--- src/rtl/divider_frontend.sv ---
// Request/response wrapper for a fixed-latency 33-bit signed divider: operand
// widening, in-flight tracking, credit-based flow control and an ordered result FIFO.
module divider_frontend #(
   parameter int unsigned LATENCY    = 4,
   parameter int unsigned FIFO_DEPTH = 8,
   parameter int unsigned TAG_WIDTH  = 4
) (
   input  logic                 clock,
   input  logic                 reset_n,
   input  logic                 in_valid,
   output logic                 in_ready,
   input  logic [31:0]          in_a,
   input  logic [31:0]          in_b,
   input  logic                 in_signed,
   input  logic                 in_rem,
   input  logic [TAG_WIDTH-1:0] in_tag,
   output logic [32:0]          div_numer,
   output logic [32:0]          div_denom,
   input  logic [32:0]          div_quotient,
   input  logic [32:0]          div_remain,
   output logic                 out_valid,
   input  logic                 out_ready,
   output logic [31:0]          out_data,
   output logic [TAG_WIDTH-1:0] out_tag
);

   localparam int unsigned CW = $clog2(FIFO_DEPTH + 1);
   localparam int unsigned PW = $clog2(FIFO_DEPTH);
   localparam logic [CW-1:0] FULL_CNT = CW'(FIFO_DEPTH);
   localparam logic [PW-1:0] LAST_IDX = PW'(FIFO_DEPTH - 1);

   logic                 accept;
   logic                 deq;
   logic                 push;
   logic [31:0]          push_data;
   logic [CW-1:0]        count;
   logic [CW-1:0]        fill;
   logic [PW-1:0]        wr_ptr;
   logic [PW-1:0]        rd_ptr;
   logic                 fifo_full;
   logic [LATENCY-1:0]   trk_valid;
   logic [LATENCY-1:0]   trk_rem;
   logic [TAG_WIDTH-1:0] trk_tag  [LATENCY];
   logic [31:0]          mem_data [FIFO_DEPTH];
   logic [TAG_WIDTH-1:0] mem_tag  [FIFO_DEPTH];
   logic                 unused_hi;

   function automatic logic [PW-1:0] ptr_inc(input logic [PW-1:0] p);
      return (p == LAST_IDX) ? '0 : p + PW'(1);
   endfunction

   assign div_numer = {in_signed & in_a[31], in_a};
   assign div_denom = {in_signed & in_b[31], in_b};

   // The divider resolves /0 and overflow itself; only the low 32 bits are used.
   assign unused_hi = div_quotient[32] ^ div_remain[32];

   assign in_ready  = (count != FULL_CNT);
   assign accept    = in_valid && in_ready;
   assign out_valid = (fill != '0);
   assign deq       = out_valid && out_ready;
   assign fifo_full = (fill == FULL_CNT);
   assign out_data  = mem_data[rd_ptr];
   assign out_tag   = mem_tag[rd_ptr];

   assign push      = trk_valid[LATENCY-1];
   assign push_data = trk_rem[LATENCY-1] ? div_remain[31:0] : div_quotient[31:0];

   always_ff @(posedge clock) begin
      if (!reset_n) begin
         trk_valid <= '0;
      end else begin
         trk_valid[0] <= accept;
         for (int unsigned i = 1; i < LATENCY; i++) begin
            trk_valid[i] <= trk_valid[i-1];
         end
      end
   end

   always_ff @(posedge clock) begin
      trk_rem[0] <= in_rem;
      trk_tag[0] <= in_tag;
      for (int unsigned i = 1; i < LATENCY; i++) begin
         trk_rem[i] <= trk_rem[i-1];
         trk_tag[i] <= trk_tag[i-1];
      end
   end

   // Credits cover both in-flight operations and FIFO occupancy, so a push never finds the FIFO full.
   always_ff @(posedge clock) begin
      if (!reset_n) begin
         count <= '0;
      end else begin
         case ({accept, deq})
            2'b10:   count <= count + CW'(1);
            2'b01:   count <= count - CW'(1);
            default: count <= count;
         endcase
      end
   end

   always_ff @(posedge clock) begin
      if (!reset_n) begin
         wr_ptr <= '0;
         rd_ptr <= '0;
         fill   <= '0;
      end else begin
         if (push) wr_ptr <= ptr_inc(wr_ptr);
         if (deq)  rd_ptr <= ptr_inc(rd_ptr);
         case ({push, deq})
            2'b10:   fill <= fill + CW'(1);
            2'b01:   fill <= fill - CW'(1);
            default: fill <= fill;
         endcase
      end
   end

   always_ff @(posedge clock) begin
      if (push) begin
         mem_data[wr_ptr] <= push_data;
         mem_tag[wr_ptr]  <= trk_tag[LATENCY-1];
      end
   end

   a_no_overflow: assert property (@(posedge clock) disable iff (!reset_n)
                                   !(push && fifo_full && !deq));

endmodule

--- config.mk ---
export PLATFORM = sky130hd
export DESIGN_NAME = divider_frontend
export DESIGN_NICKNAME = d
export VERILOG_FILES = /design/src/rtl/divider_frontend.sv
export SDC_FILE = /design/constraint.sdc
export NUM_CORES = 1
export LEC_CHECK = 0
export ABC_AREA = 1
export CAP_MARGIN = 20
export CORE_MARGIN = 5
export CORE_UTILIZATION = 38
export DETAILED_ROUTE_END_ITERATION = 12
export SETUP_SLACK_MARGIN = 0.5
export SYNTH_ARGS = -nofsm -noshare
export SYNTH_HDL_FRONTEND = slang
export SYNTH_SLANG_ARGS = --single-unit
--- constraint.sdc ---
create_clock -name clock -period 5.9 [get_ports clock]
set_input_delay 1.77 -clock clock [delete_from_list [all_inputs] [get_ports clock]]
set_output_delay 1.77 -clock clock [all_outputs]
set_load 0.05 [all_outputs]
==> results_dict.tcl <==
set metrics [dict create \
    cts-root-buf "clkbuf_16" \
    dp_hpwl_um 16100 \
    syn_to_final_growth_pct 16.3 \
    multiInputGateArea_mm2 0.00320 \
    layout_commonest_cell "edfxtp_1" \
    grt_pass1_wl_um 43900 \
    p_leak_uw 0.00541 \
    yosysTopAreaCell "edfxtp_1" \
    syn_avg_cell_area_um2 12.7 \
    r2r_slack_ns 3.66 \
    antenna_left 0 \
    rsz0062_at_grt "no" \
    cp-start-kind "flop" \
    yosys-top-cells-area "edfxtp_1, dfxtp_1, nor2_1, o21ai_0, buf_4" \
    portBuffers 117 \
    r2r_end "mem_data[0][20]" \
    synthDistinctLibCells 31 \
    hp-start "trk_rem[1]" \
    ys_seq_area_frac 0.700 \
    grt_start_max_net_pins 145 \
    hold_class "flop to flop" \
    path_clk_slew_ns 0.06 \
    grt_pass1_vias 7840 \
    die_w_um 199 \
    postCtsSetupRepairBufs 0 \
    hold_violations 0 \
    routed_via_density 4.89 \
    ios 244 \
    antenna_cells 0 \
    fin_util 0.445 \
    holdWs_ns 0.324 \
    grt_usage 0.143 \
    finalPower_uw 7340 \
    slew_violations 0 \
    dr.max_layer_used "met4" \
    wl_um 28900 \
    dpl_cell_area_mm2 0.0147 \
    syn_inst 1066 \
    design_area_mm2 0.0157 \
    antenna_found_initial 0 \
    fmax_mhz 202 \
    gp_congestion 0.705 \
    yosysWarnings 0 \
    grt-ovfl-total 0 \
    post-route-period-util 0.837 \
    synth_top_area_share 0.639 \
    htreeDepth 2 \
    layout.nets 1268 \
    tightest_slew_ns 0.970 \
    worstPathMaxFanout 85 \
    die_area_mm2 0.0395 \
    met2_length_um 14200 \
    cts-resized-gates 0 \
    rows 69 \
    wl_per_cell_um 18.0 \
    r2r_start "trk_valid[3]" \
    finClkSkew_ns 0.0199 \
    syn_nets 1217 \
    tns_ns 0 \
    setup_viol 0 \
    numCtsBuffers 35 \
    clk_path_buf_depth 3 \
    postCtsHoldBufs 0 \
    layout_common_cells "edfxtp_1, nor2_1, nand2_1, o21ai_0, clkdlybuf4s50_1" \
    relSlewSlack 0.352 \
    worst_ep_required_time_ns 4.13 \
    drtPass1Iterations 5 \
    yosys_register_bits 329 \
    fillers 3198 \
    wl_met1_um 12100 \
    path_class "flop to output pin" \
    drc_errors 0 \
    clkLatencyLatePin_ns 0.51 \
    ir_drop_uv 286 \
    cellPowerDensity_mw_per_mm2 467 \
    holdPathEnd "trk_rem[2]" \
    clock_sinks 329 \
    cts_tree "yes" \
    reg2reg_depth 4 \
    initial_core_util 0.383 \
    core_mm2 0.0353 \
    seq_area_mm2 0.00948 \
    netlist_area_mm2 0.0135 \
    drive_gt1_frac 0.0918 \
    status "finished, final reports clean" \
    drt_iter0_drc 485 \
    drv_cap 0 \
    end_kind "output pin" \
    fin_crit_ns 4.94 \
    arrival_ns 3.17 \
    holdPathStages 0 \
    vias 7852 \
    die_h_um 199 \
    met3_length_um 1570 \
]
## cell families after synthesis
family | share of synthesized area
buf+inv | 0.0679
mux | 0.0533
simple gates | 0.0858
xor+xnor | 0.00259
compound gates | 0.0796
flops | 0.700
fa+ha+maj | 0.0107
## Yosys cell counts
library cell    n
mux2_2         30
clkbuf_1       22
buf_12          1
buf_4          67
nand2_1       131
mux2_1          2
nand3b_1        1
fa_1            1
edfxtp_1      288
xor2_1          2
xnor2_1         2
inv_4           1
mux2i_1        36
inv_1          23
ha_1           10
nand4_1         1
o21ai_0       123
buf_2          17
o211a_1         1
buf_8           3
buf_1           2
o21ai_1        33
nor2_1        166
nand3_1         4
o22ai_1        36
nor3_1          1
buf_6           7
dfxtp_1        41
a21oi_1        12
or2_2           1
clkinv_1        1
## area by class of cell
type | count | area share
tap | 461 | 0.0367
multi-input combinational | 593 | 0.203
inverter | 25 | 0.00613
timing repair buffer | 133 | 0.0829
sequential | 329 | 0.603
clock inverter | 10 | 0.00557
clock buffer | 54 | 0.0628
## metal layers
metal,vias up,track usage
met4,0,0.0547
li1,3814,-
met3,89,0.0246
met5,-,0
met1,3756,0.177
met2,193,0.252
## critical path: stages (launching register included)
cell and delay (ns):
dfxtp_4 0.36, inv_4 0.66, buf_4 0.34, nor2_1 0.06, o22ai_1 0.17, nand2_1 0.07, nand2_1 0.13, clkdlybuf4s50_1 0.86
## where the power goes
group          internal, µW  switching (µW)  total [µW]
Combinational           844            1760        2600
Sequential             2610             112        2720
Clock                  1200             820        2020
## how the worst max path moves through the flow
stage	end	cells after the start
2_1_floorplan	div_denom[32]	2
3_3_place_gp	div_numer[32]	4
6_report	out_data[18]	7
5_1_grt	out_data[21]	6
3_5_place_dp	div_denom[32]	4
4_1_cts	out_data[18]	7
## registers in the layout, summed over array words and instances (netlist names), 4 cells and up, named ones only
| name | count |
|---|---|
| count | 4 |
| fill | 4 |
| mem_data | 256 |
| mem_tag | 32 |
| trk_rem | 4 |
| trk_tag | 16 |
| trk_valid | 4 |
## per-stage QoR
step / cells / setup slack (ns)
after floorplan: 1066 / 2.02
after global placement: 1541 / 0.942
after detailed placement: 1541 / 0.956
after CTS: 1605 / 0.908
after global routing: 1605 / 0.758
final: 1605 / 0.960
Power figures use the tool's default switching activity.
